### src/rtl/uart_prog_loader.sv
`timescale 1ns/1ps
// uart_prog_loader: receives a program image over UART (8N1) and writes it
// into instruction memory one 32-bit little-endian word at a time, holding
// the processor in reset until the load completes.
//
// Image: 4-byte little-endian word count N, then 4*N data bytes.
// Optional macro LOADER_CHECKSUM_EN: a trailing byte must equal the XOR of
// all data bytes; a mismatch sends the loader to the error state.
//
// Ports:
//   w_clk        system clock
//   w_rst        asynchronous active-high reset
//   w_rxd        UART receive line (idle high, asynchronous to w_clk)
//   w_mem_we     one-cycle write strobe
//   w_mem_addr   word address of the current write
//   w_mem_wdata  write data, valid while w_mem_we=1, held between strobes
//   w_proc_rst   processor reset, released once loading finishes
//   w_done       sticky load-complete flag
//   w_err        sticky framing / oversize / checksum error flag
module uart_prog_loader #(
  parameter int unsigned CLKS_PER_BIT = 434,
  parameter int unsigned ADDR_W       = 11
) (
  input  logic              w_clk,
  input  logic              w_rst,
  input  logic              w_rxd,
  output logic              w_mem_we,
  output logic [ADDR_W-1:0] w_mem_addr,
  output logic [31:0]       w_mem_wdata,
  output logic              w_proc_rst,
  output logic              w_done,
  output logic              w_err
);

  localparam int unsigned CNT_W  = $clog2(CLKS_PER_BIT);
  localparam int unsigned WCNT_W = ADDR_W + 1;
  localparam logic [CNT_W-1:0] HALF_M1 = CNT_W'(CLKS_PER_BIT / 2 - 1);
  localparam logic [CNT_W-1:0] FULL_M1 = CNT_W'(CLKS_PER_BIT - 1);
  localparam logic [32:0]      MAX_WORDS = 33'(1) << ADDR_W;

  // Two-flop synchronizer; resets to idle-high so no false start bit.
  logic rxd_meta, rxd_s;
  always_ff @(posedge w_clk or posedge w_rst) begin
    if (w_rst) begin
      rxd_meta <= 1'b1;
      rxd_s    <= 1'b1;
    end else begin
      rxd_meta <= w_rxd;
      rxd_s    <= rxd_meta;
    end
  end

  // ---------------- UART receiver ----------------
  typedef enum logic [2:0] {RX_IDLE, RX_START, RX_DATA, RX_STOP, RX_WAIT} rx_state_t;

  rx_state_t        rx_state_q, rx_state_d;
  logic [CNT_W-1:0] rx_cnt_q, rx_cnt_d;
  logic [2:0]       rx_bit_q, rx_bit_d;
  logic [7:0]       rx_shift_q, rx_shift_d;
  logic             byte_valid_q, byte_valid_d;
  logic             frame_err_q, frame_err_d;

  // Receiver state register.
  always_ff @(posedge w_clk or posedge w_rst) begin
    if (w_rst) begin
      rx_state_q   <= RX_IDLE;
      rx_cnt_q     <= '0;
      rx_bit_q     <= '0;
      rx_shift_q   <= '0;
      byte_valid_q <= 1'b0;
      frame_err_q  <= 1'b0;
    end else begin
      rx_state_q   <= rx_state_d;
      rx_cnt_q     <= rx_cnt_d;
      rx_bit_q     <= rx_bit_d;
      rx_shift_q   <= rx_shift_d;
      byte_valid_q <= byte_valid_d;
      frame_err_q  <= frame_err_d;
    end
  end

  // Receiver next state: half-bit start check, then centre sampling.
  always_comb begin
    rx_state_d   = rx_state_q;
    rx_cnt_d     = rx_cnt_q + CNT_W'(1);
    rx_bit_d     = rx_bit_q;
    rx_shift_d   = rx_shift_q;
    byte_valid_d = 1'b0;
    frame_err_d  = 1'b0;
    case (rx_state_q)
      RX_IDLE: begin
        rx_cnt_d = '0;
        if (!rxd_s) rx_state_d = RX_START;
      end
      RX_START: begin
        if (rx_cnt_q == HALF_M1) begin
          rx_cnt_d = '0;
          rx_bit_d = '0;
          // Line back high at mid start bit means it was a glitch.
          rx_state_d = rxd_s ? RX_IDLE : RX_DATA;
        end
      end
      RX_DATA: begin
        if (rx_cnt_q == FULL_M1) begin
          rx_cnt_d   = '0;
          rx_shift_d = {rxd_s, rx_shift_q[7:1]};
          if (rx_bit_q == 3'd7) rx_state_d = RX_STOP;
          else                  rx_bit_d   = rx_bit_q + 3'd1;
        end
      end
      RX_STOP: begin
        if (rx_cnt_q == FULL_M1) begin
          rx_cnt_d = '0;
          if (rxd_s) begin
            byte_valid_d = 1'b1;
            rx_state_d   = RX_IDLE;
          end else begin
            frame_err_d = 1'b1;
            rx_state_d  = RX_WAIT;
          end
        end
      end
      RX_WAIT: begin
        // After a bad stop bit, wait for the line to return high.
        rx_cnt_d = '0;
        if (rxd_s) rx_state_d = RX_IDLE;
      end
      default: rx_state_d = RX_IDLE;
    endcase
  end

  // ---------------- Loader ----------------
  typedef enum logic [2:0] {
    S_HDR,
    S_DATA,
`ifdef LOADER_CHECKSUM_EN
    S_SUM,
`endif
    S_DONE,
    S_ERR
  } ld_state_t;

`ifdef LOADER_CHECKSUM_EN
  localparam ld_state_t LAST_NEXT = S_SUM;
`else
  localparam ld_state_t LAST_NEXT = S_DONE;
`endif

  ld_state_t         st_q, st_d;
  logic [1:0]        byte_cnt_q, byte_cnt_d;
  logic [WCNT_W-1:0] word_cnt_q, word_cnt_d;
  logic [WCNT_W-1:0] n_words_q, n_words_d;
  logic [23:0]       asm_q, asm_d;
  logic              mem_we_q, mem_we_d;
  logic [ADDR_W-1:0] mem_addr_q, mem_addr_d;
  logic [31:0]       mem_wdata_q, mem_wdata_d;
  logic              proc_rst_q, proc_rst_d;
  logic              done_q, done_d;
  logic              err_q, err_d;
`ifdef LOADER_CHECKSUM_EN
  logic [7:0]        xor_q, xor_d;
`endif

  // Word as it would look with the current byte as its top byte.
  logic [31:0] word_c;
  assign word_c = {rx_shift_q, asm_q};

  // Loader state register.
  always_ff @(posedge w_clk or posedge w_rst) begin
    if (w_rst) begin
      st_q        <= S_HDR;
      byte_cnt_q  <= '0;
      word_cnt_q  <= '0;
      n_words_q   <= '0;
      asm_q       <= '0;
      mem_we_q    <= 1'b0;
      mem_addr_q  <= '0;
      mem_wdata_q <= '0;
      proc_rst_q  <= 1'b1;
      done_q      <= 1'b0;
      err_q       <= 1'b0;
`ifdef LOADER_CHECKSUM_EN
      xor_q       <= '0;
`endif
    end else begin
      st_q        <= st_d;
      byte_cnt_q  <= byte_cnt_d;
      word_cnt_q  <= word_cnt_d;
      n_words_q   <= n_words_d;
      asm_q       <= asm_d;
      mem_we_q    <= mem_we_d;
      mem_addr_q  <= mem_addr_d;
      mem_wdata_q <= mem_wdata_d;
      proc_rst_q  <= proc_rst_d;
      done_q      <= done_d;
      err_q       <= err_d;
`ifdef LOADER_CHECKSUM_EN
      xor_q       <= xor_d;
`endif
    end
  end

  // Loader next state and registered outputs.
  always_comb begin
    st_d        = st_q;
    byte_cnt_d  = byte_cnt_q;
    word_cnt_d  = word_cnt_q;
    n_words_d   = n_words_q;
    asm_d       = asm_q;
    mem_we_d    = 1'b0;
    mem_addr_d  = mem_addr_q;
    mem_wdata_d = mem_wdata_q;
    proc_rst_d  = (st_q != S_DONE);
    done_d      = (st_q == S_DONE);
    err_d       = err_q;
`ifdef LOADER_CHECKSUM_EN
    xor_d       = xor_q;
`endif
    // Advance after a strobe only if more words follow, so no wrap.
    if (mem_we_q && st_q == S_DATA) mem_addr_d = mem_addr_q + ADDR_W'(1);
    if (frame_err_q && st_q != S_DONE) err_d = 1'b1;
    case (st_q)
      S_HDR: begin
        if (byte_valid_q) begin
          asm_d      = word_c[31:8];
          byte_cnt_d = byte_cnt_q + 2'd1;
          if (byte_cnt_q == 2'd3) begin
            if (word_c == '0) begin
              st_d = LAST_NEXT;
            end else if ({1'b0, word_c} > MAX_WORDS) begin
              err_d = 1'b1;
              st_d  = S_ERR;
            end else begin
              n_words_d = WCNT_W'(word_c);
              st_d      = S_DATA;
            end
          end
        end
      end
      S_DATA: begin
        if (byte_valid_q) begin
          asm_d      = word_c[31:8];
          byte_cnt_d = byte_cnt_q + 2'd1;
`ifdef LOADER_CHECKSUM_EN
          xor_d      = xor_q ^ rx_shift_q;
`endif
          if (byte_cnt_q == 2'd3) begin
            mem_we_d    = 1'b1;
            mem_wdata_d = word_c;
            word_cnt_d  = word_cnt_q + WCNT_W'(1);
            if (word_cnt_q + WCNT_W'(1) == n_words_q) st_d = LAST_NEXT;
          end
        end
      end
`ifdef LOADER_CHECKSUM_EN
      S_SUM: begin
        if (byte_valid_q) begin
          if (rx_shift_q == xor_q) begin
            st_d = S_DONE;
          end else begin
            err_d = 1'b1;
            st_d  = S_ERR;
          end
        end
      end
`endif
      S_DONE: st_d = S_DONE;
      S_ERR:  st_d = S_ERR;
      default: begin
        err_d = 1'b1;
        st_d  = S_ERR;
      end
    endcase
  end

  assign w_mem_we    = mem_we_q;
  assign w_mem_addr  = mem_addr_q;
  assign w_mem_wdata = mem_wdata_q;
  assign w_proc_rst  = proc_rst_q;
  assign w_done      = done_q;
  assign w_err       = err_q;

endmodule

### config.mk
export PLATFORM = sky130hd
export DESIGN_NAME = uart_prog_loader
export DESIGN_NICKNAME = d
export VERILOG_FILES = /design/src/rtl/uart_prog_loader.sv
export SDC_FILE = /design/constraint.sdc
export NUM_CORES = 1
export LEC_CHECK = 0
export BUFFER_PORTS_ARGS = -buffer_cell sky130_fd_sc_hd__clkbuf_2
export CELL_PAD_IN_SITES_DETAIL_PLACEMENT = 0
export CELL_PAD_IN_SITES_GLOBAL_PLACEMENT = 1
export CORE_MARGIN = 4
export CORE_UTILIZATION = 42
export CTS_CLUSTER_DIAMETER = 80
export DETAILED_ROUTE_END_ITERATION = 10
export PLACE_DENSITY = 0.83
export SLEW_MARGIN = 20
export SYNTH_ARGS = -nofsm -noshare
export SYNTH_HDL_FRONTEND = slang
export SYNTH_SLANG_ARGS = --single-unit
### constraint.sdc
create_clock -name w_clk -period 4.5 [get_ports w_clk]
set_input_delay 0.9 -clock w_clk [delete_from_list [all_inputs] [get_ports w_clk]]
set_output_delay 0.9 -clock w_clk [all_outputs]
set_load 0.05 [all_outputs]
Word-level counts from Yosys, hierarchy flattened. Index checks and enable logic that the tools add are counted.

Add/sub/neg operators: 5. Eq/ne operators: 25. Reduce and logical (&&, ||, !) cells: 17. $lt $le $gt $ge: 1. Bitwise operators: 2. Mux-type cells: 39.

Operator list (number): $mux W3 (15); $gt A32 B12 Y1 const B (1); $logic_not A32 Y1 (1); $pmux W9 S3 (1); $ne A2 B2 Y1 const B (10); $mux W9 (2); $pmux W3 S5 (1); $mux W1 (14); $add A12 B1 Y12 const B (1); $eq A12 B12 Y1 (1); $eq A3 B2 Y1 const B (4); $add A11 B1 Y11 const B (1); $reduce_and A5 Y1 (2); $add A9 B1 Y9 const B (1); $eq A9 B8 Y1 const B (1); $eq A9 B9 Y1 const B (1); $pmux W3 S3 (1); $eq A3 B1 Y1 const B (2); $eq A3 B3 Y1 const B (2); $logic_not A3 Y1 (2); $mux W2 (3); $pmux W3 S2 (1); $reduce_and A6 Y1 (1); $reduce_or A2 Y1 (3); 13 further kinds (17).

Flip-flop bits (word level): 127.

Depth between registers and ports, before layout. Gate-level depths: netlist of the first run.

Word-level depth: 8. Gate-level depth with buffers: 9. Gate-level depth less buffers: 8.

Least setup slack after synthesis of the first run. OpenSTA, ideal clock, no wires.

Kind: reg-to-reg. Start point: register word_cnt_q[0]. End point: register st_q[0]. Clock period less this slack: 2401 ps. Data arrival time: 2276 ps. Cell stages (with the launch flop): 10. Setup time: 125 ps. Setup slack: 2099 ps. Buffers on the path: 1. Path through: dfrtp_1 -> ha_1 -> nand3_2 -> or3_1 -> buf_2 -> xor2_1 -> mux2_4 -> nor4_2 -> a31oi_1 -> mux2_4.

Word-level cells in the longest chain between the ends: 4.

Ends and longest elaborated chain: start: declaration (RTL line 151) `logic [WCNT_W-1:0] word_cnt_q, word_cnt_d;`; start signal: assignment (RTL line 188) `word_cnt_q <= word_cnt_d;`; $add A12 B1 Y12 (RTL line 251) `if (word_cnt_q + WCNT_W'(1) == n_words_q) st_d = LAST_NEXT;`; $eq A12 B12 Y1 (RTL line 251); $ne A2 B1 Y1 (no source line); $reduce_and A5 Y1 (no source line); end signal: assignment (RTL line 186) `st_q <= st_d;`; end: declaration (RTL line 149) `ld_state_t st_q, st_d;`.

No other way between the ends. A chain may end at the register's enable or synchronous reset.

Worst setup path after layout of the first run.
Start point: register rx_shift_q[7]. End point: register n_words_q[7].

Word-level cells in the longest chain between the ends: 3. Elaborated cells on any way between the ends: 5. Those cells by class: order compare (1); bitwise (2); reduce/logical (2).

Ends and longest elaborated chain: start: declaration (RTL line 59) `logic [7:0] rx_shift_q, rx_shift_d;`; start signal: assignment (RTL line 76) `rx_shift_q <= rx_shift_d;`; $gt A32 B12 Y1 or $logic_not A32 Y1 (tied branches) (RTL line 230, 228); $not A1 Y1 (no source line); $reduce_and A5 Y1 (no source line) *; end signal: assignment (RTL line 189) `n_words_q <= n_words_d;`; end: declaration (RTL line 152) `logic [WCNT_W-1:0] n_words_q, n_words_d;`.

Every way passes the cells marked *; elsewhere a longest branch is shown, timed or not.

==> results of run 1 <==
==> metrics by stage <==
stage	std cells	area (sq um)
floorplan	530	5630
global placement	738	6050
detailed placement	738	6050
CTS	770	6630
global route	770	6630
finish	770	6630
==> placed cells by master (no fill, tap or decap), types with 3 or more instances in the layout <==
cell / Yosys / layout
a21oi_1: 9 / 9
a22oi_1: 3 / 3
a31oi_1: 3 / 3
and3_1: 7 / 7
clkbuf_16: 0 / 17
clkbuf_2: 0 / 49
clkbuf_8: 0 / 3
clkinv_2: 0 / 4
clkinv_4: 0 / 4
dfrtp_1: 123 / 123
dfstp_2: 3 / 3
ha_1: 12 / 12
inv_1: 10 / 9
inv_6: 0 / 3
mux2_2: 43 / 43
mux2i_1: 3 / 3
nand2_1: 127 / 127
nand2b_1: 5 / 5
nand3_1: 16 / 16
nand4_1: 6 / 6
nor2_1: 33 / 33
nor2b_1: 3 / 3
nor3_1: 8 / 8
nor4_1: 9 / 9
o21ai_0: 13 / 13
or3_1: 4 / 4
xnor2_1: 24 / 24
xor2_1: 17 / 17
==> kinds of logic after synthesis <==
kind of cell / Yosys count / synth area share, %
AND/OR/NAND/NOR: 234 / 18.9
multiplexers: 49 / 9.87
flip-flops: 126 / 56.1
AO/OA/AOI/OAI: 37 / 3.89
adder cells (fa/ha/maj): 12 / 2.67
buffers and inverters: 31 / 2.16
XOR/XNOR: 41 / 6.38
==> cell type report <==
cell class / instances / area share [%]
clock buffers: 20 / 7.04
clock inverters: 12 / 1.66
inverters: 11 / 0.698
multi-input cells: 373 / 35.5
flip-flops and latches: 126 / 47.6
well taps: 176 / 3.32
repair buffers: 52 / 4.22
==> synth_stat cells, types with 3 or more instances <==
cell type  instances  share of area, %
a21oi_1            9              0.80
a22oi_1            3              0.40
a31oi_1            3              0.33
and3_1             7              0.78
buf_2              4              0.36
clkbuf_1          15               1.0
dfrtp_1          123                55
dfstp_2            3               1.4
ha_1              12               2.7
inv_1             10              0.67
mux2_2            43               8.6
mux2i_1            3              0.53
nand2_1          127               8.5
nand2b_1           5              0.56
nand3_1           16               1.4
nand4_1            6              0.67
nor2_1            33               2.2
nor2b_1            3              0.33
nor3_1             8              0.71
nor4_1             9               1.0
o21ai_0           13               1.2
or3_1              4              0.44
xnor2_1           24               3.7
xor2_1            17               2.6
==> sequential cells by signal, indices dropped and copies added (netlist names), 2 cells and up <==
| signal | flops |
|---|---|
| rx_bit_q | 3 |
| byte_cnt_q | 2 |
| rx_state_q | 3 |
| rx_shift_q | 8 |
| w_mem_wdata | 32 |
| asm_q | 24 |
| word_cnt_q | 12 |
| n_words_q | 12 |
| w_mem_addr | 11 |
| st_q | 2 |
| rx_cnt_q | 9 |
==> power by group through the flow <==
stage	Combinational (uW)	Clock (uW)	Sequential, uW
after global placement	26.3	0	1160
after CTS	27.0	1330	1140
after floorplan	16.7	0	1160
after global routing	31.0	1380	1140
after detailed placement	27.0	0	1160
final	25.2	1300	1140
==> routing by layer <==
metal  GRT usage (%)  wire length, microns
met1            22.0                  5490
met2            26.5                  5570
met3            4.31                   321
met4            6.78                    95
met5               0                     0
==> worst register-to-register path: stages, from the launching register on <==
cell and delay (ns):
dfrtp_1 0.45, nor4_1 0.33, and3_1 0.21, nand3_1 0.12
or3_1 0.42, nor2_1 0.79, mux2_2 0.42
==> how the worst max path moves through the flow <==
| stage | from | endpoint | slack (ns) | cells past startpoint |
|---|---|---|---|---|
| 6_report | rx_shift_q[7] | n_words_q[7] | 1.64 | 6 |
| 5_1_grt | rx_shift_q[7] | n_words_q[7] | 1.46 | 6 |
| 4_1_cts | rx_shift_q[7] | n_words_q[7] | 1.65 | 6 |
| 3_5_place_dp | rx_shift_q[7] | n_words_q[7] | 1.66 | 6 |
| 3_3_place_gp | rx_shift_q[7] | n_words_q[10] | 1.75 | 6 |
| 2_1_floorplan | w_rst | asm_q[0] | 0.25 | 1 |
==> results.py, run 1 <==
metrics = {
    "outcome": {
        "status": "finished clean",
    },
    "pwr": {
        "p_switching_uw": 522,
        "power_density_nw_per_um2": 372,
        "p_int_uw": 1940,
        "vdd_drop_max_mv": 0.272,
        "seqPwrFrac_pct": 46.1,
        "combPwrFrac_pct": 1.0,
        "swShare_pct": 21.2,
        "power_uw": 2470,
        "clkPwrFrac_pct": 52.9,
        "leakage_uw": 0.00341,
    },
    "floorplan": {
        "die_h_microns": 124,
        "die_x_microns": 124,
        "core_sq_um": 13200,
        "start_util_pct": 42.7,
        "pin_count": 50,
        "die-area_sq_um": 15300,
        "rows": 42,
    },
    "sta": {
        "setup_viol": 0,
        "worst_pin_slew_ns": 1.03,
        "setup_ws_ns": 1.64,
        "hold_viol_final": 0,
        "fin_crit_sh_pct": 63.6,
        "whs_ns": 0.356,
        "tns_ns": 0,
        "rsz0062_at_grt": "no",
        "fmax_mhz": 350,
        "fin_crit_ns": 2.86,
        "final_max_slew_viol_count": 0,
        "finalClockSkew_ns": 0.00796,
        "slew_headroom_pct": 31.3,
    },
    "setup_path": {
        "worstReg2RegEnd": "n_words_q[7]",
        "path_buf_inv": 0,
        "reg2reg_from": "rx_shift_q[7]",
        "worstSetupStartpointType": "flop",
        "crit_arrival_ns": 3.15,
        "crit_chain": "nor4_1, and3_1, nand3_1, or3_1, nor2_1, mux2_2",
        "critical-path-slowest-cell": "nor2_1",
        "critPathKind": "flop to flop",
        "cp_max_fo": 14,
        "critPathMaxStageDelay_ns": 0.79,
        "crit_required_ns": 4.79,
        "regToRegSetupSlack_ns": 1.64,
        "endpoint_kind": "flop",
        "cp_top_family": "simple AND/OR/NAND/NOR gates",
        "ff2ff_path_depth": 6,
    },
    "worst_hold_path": {
        "hp-class": "flop to flop",
        "min_to": "rxd_s",
        "worstHoldPathCells": 0,
        "worstHoldStart": "rxd_meta",
    },
    "final_layout": {
        "fillers": 1175,
        "drive_gt1_share_pct": 23.2,
        "finish.utilization_pct": 50.3,
        "diodes": 0,
        "regArea_sq_um": 3160,
        "multi_input_area_sq_um": 2350,
        "syn2layout_area_growth_pct": 17.9,
        "finalNetCount": 596,
    },
    "job": {
        "maxCapViolations": 0,
    },
    "synth": {
        "async_flop_share_pct": 100,
        "synth-edff-count": 0,
        "synth-main-ff-cell": "dfrtp_1",
        "synthesis.area_sq_um": 5630,
        "yosysWarningCount": 0,
        "seq_area_frac_synth_pct": 56.1,
        "ys_types": 48,
        "synth.avg_cell_area_sq_um": 10.6,
        "synthCells": 530,
        "ys_ff_latch": 126,
        "syn_nets": 545,
    },
    "global_routing": {
        "grt_pass1_vias": 3998,
        "grt_max_degree": 86,
        "gr-total-overflow": 0,
        "gr-usage-all-layers_pct": 16.7,
        "antenna_found_initial": 0,
        "grt_pass1_wl_mm": 19.8,
    },
    "clocking": {
        "clock-sinks": 126,
        "cts_setup_buffers": 0,
        "cts_inserted_buffers": 17,
        "cts_root_buffer": "clkbuf_16",
        "path_clk_slew_ns": 0.05,
        "insertion_delay_ns": 0.41,
        "cts.path.max_buffers": 2,
        "postCtsHoldBufs": 0,
        "h-tree-depth": 4,
        "cts_tree": "yes",
        "ctsResizeCount": 0,
    },
    "placement": {
        "dpl.hpwl_mm": 7.90,
        "io_buffers": 49,
        "gp_congestion": 0.807,
        "pre_cts_slack_ns": 1.66,
    },
    "drt": {
        "drtIter0Drc": 268,
        "post_drt_wl_per_cell_microns": 14.9,
        "num_vias": 3863,
        "drc": 0,
        "finalWirelength_mm": 11.5,
        "ant_nets": 0,
        "via_per_inst": 5.02,
        "first_pass_iters": 4,
    },
}
(Power assumes the default switching activity.)
==> run 2, diff against run 1 <==
Clock period 4.5 ns to 2.6 ns, I/O delays scaled along.
==> run 2 against run 1 <==
  * Worst hold slack lost 0.18 ns
  * Critical path depth grew 2
  * Register-to-register slack got worse by 1.5 ns
  * Cell area rose by 1.9%
  * Critical path type unchanged
  * Largest power group unchanged
  * Highest routed layer unchanged
==> results.py, run 2 (synthesis gave the netlist of run 1 again) <==
metrics = {
    "outcome": {
        "status": "finished clean",
    },
    "setup_path": {
        "critPathMaxStageDelay_ns": 0.46,
        "endpoint_kind": "flop",
        "critical-path-slowest-cell": "a2111oi_0",
        "crit_chain": "ha_4, xnor2_1, nand2_1, a2111oi_0, o211ai_1, nor4_2, a31oi_2, mux2_4",
        "cp_max_fo": 5,
        "path_buf_inv": 0,
        "crit_arrival_ns": 2.77,
        "worstSetupStartpointType": "flop",
        "cp_top_family": "compound AO/OA/AOI/OAI gates",
        "crit_required_ns": 2.91,
        "critPathKind": "flop to flop",
    },
    "drt": {
        "drc": 0,
        "via_per_inst": 5.09,
        "drtIter0Drc": 241,
        "finalWirelength_mm": 11.6,
        "ant_nets": 0,
        "post_drt_wl_per_cell_microns": 14.9,
        "num_vias": 3979,
        "first_pass_iters": 4,
    },
    "worst_hold_path": {
        "hp-class": "input pin to async pin",
    },
    "sta": {
        "rsz0062_at_grt": "no",
        "setup_viol": 0,
        "final_max_slew_viol_count": 0,
        "finalClockSkew_ns": 0.00934,
        "hold_viol_final": 0,
        "setup_ws_ns": 0.144,
        "fmax_mhz": 407,
        "fin_crit_ns": 2.46,
        "worst_pin_slew_ns": 0.753,
        "slew_headroom_pct": 49.5,
        "fin_crit_sh_pct": 94.5,
        "tns_ns": 0,
    },
    "pwr": {
        "power_density_nw_per_um2": 649,
        "power_uw": 4380,
        "leakage_uw": 0.00345,
        "vdd_drop_max_mv": 0.406,
    },
    "clocking": {
        "clock-sinks": 126,
        "postCtsHoldBufs": 0,
        "insertion_delay_ns": 0.43,
        "cts_root_buffer": "clkbuf_16",
        "path_clk_slew_ns": 0.06,
        "cts.path.max_buffers": 2,
        "cts_tree": "yes",
        "cts_setup_buffers": 0,
        "ctsResizeCount": 0,
        "h-tree-depth": 4,
        "cts_inserted_buffers": 17,
    },
    "global_routing": {
        "grt_max_degree": 53,
        "gr-total-overflow": 0,
        "grt_pass1_wl_mm": 19.6,
        "grt_pass1_vias": 3979,
        "gr-usage-all-layers_pct": 16.6,
        "antenna_found_initial": 0,
    },
    "job": {
        "maxCapViolations": 0,
    },
    "floorplan": {
        "start_util_pct": 42.7,
        "die-area_sq_um": 15300,
        "die_h_microns": 124,
        "die_x_microns": 124,
        "core_sq_um": 13200,
        "pin_count": 50,
        "rows": 42,
    },
    "placement": {
        "io_buffers": 49,
        "dpl.hpwl_mm": 8.08,
        "gp_congestion": 0.877,
        "pre_cts_slack_ns": 0.0765,
    },
    "final_layout": {
        "largest_reg_flops": 32,
        "drive_gt1_share_pct": 25.3,
        "finish.utilization_pct": 51.2,
        "mostFrequentLayoutCells": "nand2_1, dfrtp_1, clkbuf_2, mux2_2, nor2_1",
        "regArea_sq_um": 3160,
        "fillers": 1198,
        "final_common_cell": "nand2_1",
        "finalNetCount": 607,
        "syn2layout_area_growth_pct": 20.1,
        "multi_input_area_sq_um": 2380,
        "diodes": 0,
    },
}
run 2: power by group:
| part | switching [uW] | total [uW] | internal [uW] |
|---|---|---|---|
| registers | 1.27 | 1970 | 1960 |
| logic | 39.1 | 46.6 | 7.52 |
| clock network | 920 | 2370 | 1450 |
run 2: routing by layer:
layer	part of all wire (%)	global-route usage [%]
met3	3.4	4.63
met1	46	21.6
met2	49	26.2
met5	0	0
met4	1.7	7.06
run 2: stage by stage:
stage,instances,area (sq um),hold slack (ns)
6_report,781,6760,0.179
2_1_floorplan,530,5630,0.345
3_3_place_gp,749,6140,0.348
5_1_grt,781,6760,0.157
3_5_place_dp,749,6140,0.355
4_1_cts,781,6730,0.167
run 2: final timing paths:
kind / cells past startpoint / slack (ns) / startpoint / endpoint
setup / recovery: 8 / 0.14 / word_cnt_q[1] / st_q[0]
hold / removal: 2 / 0.18 / w_rst / w_mem_wdata[16]
setup reg to reg: 8 / 0.14 / word_cnt_q[1] / st_q[0]
hold reg to reg: 0 / 0.37 / rxd_meta / rxd_s
max in group asynchronous: 3 / 1.69 / w_rst / w_proc_rst
min in group w_clk: 1 / 0.18 / w_rxd / rxd_meta
run 2: cell type report:
type                    count  area share (%)
inverters                  11           0.666
clock inverters            14            2.31
well taps                 176            3.26
repair buffers             63            5.37
clock buffers              18            6.50
flip-flops and latches    126            46.7
multi-input cells         373            35.2
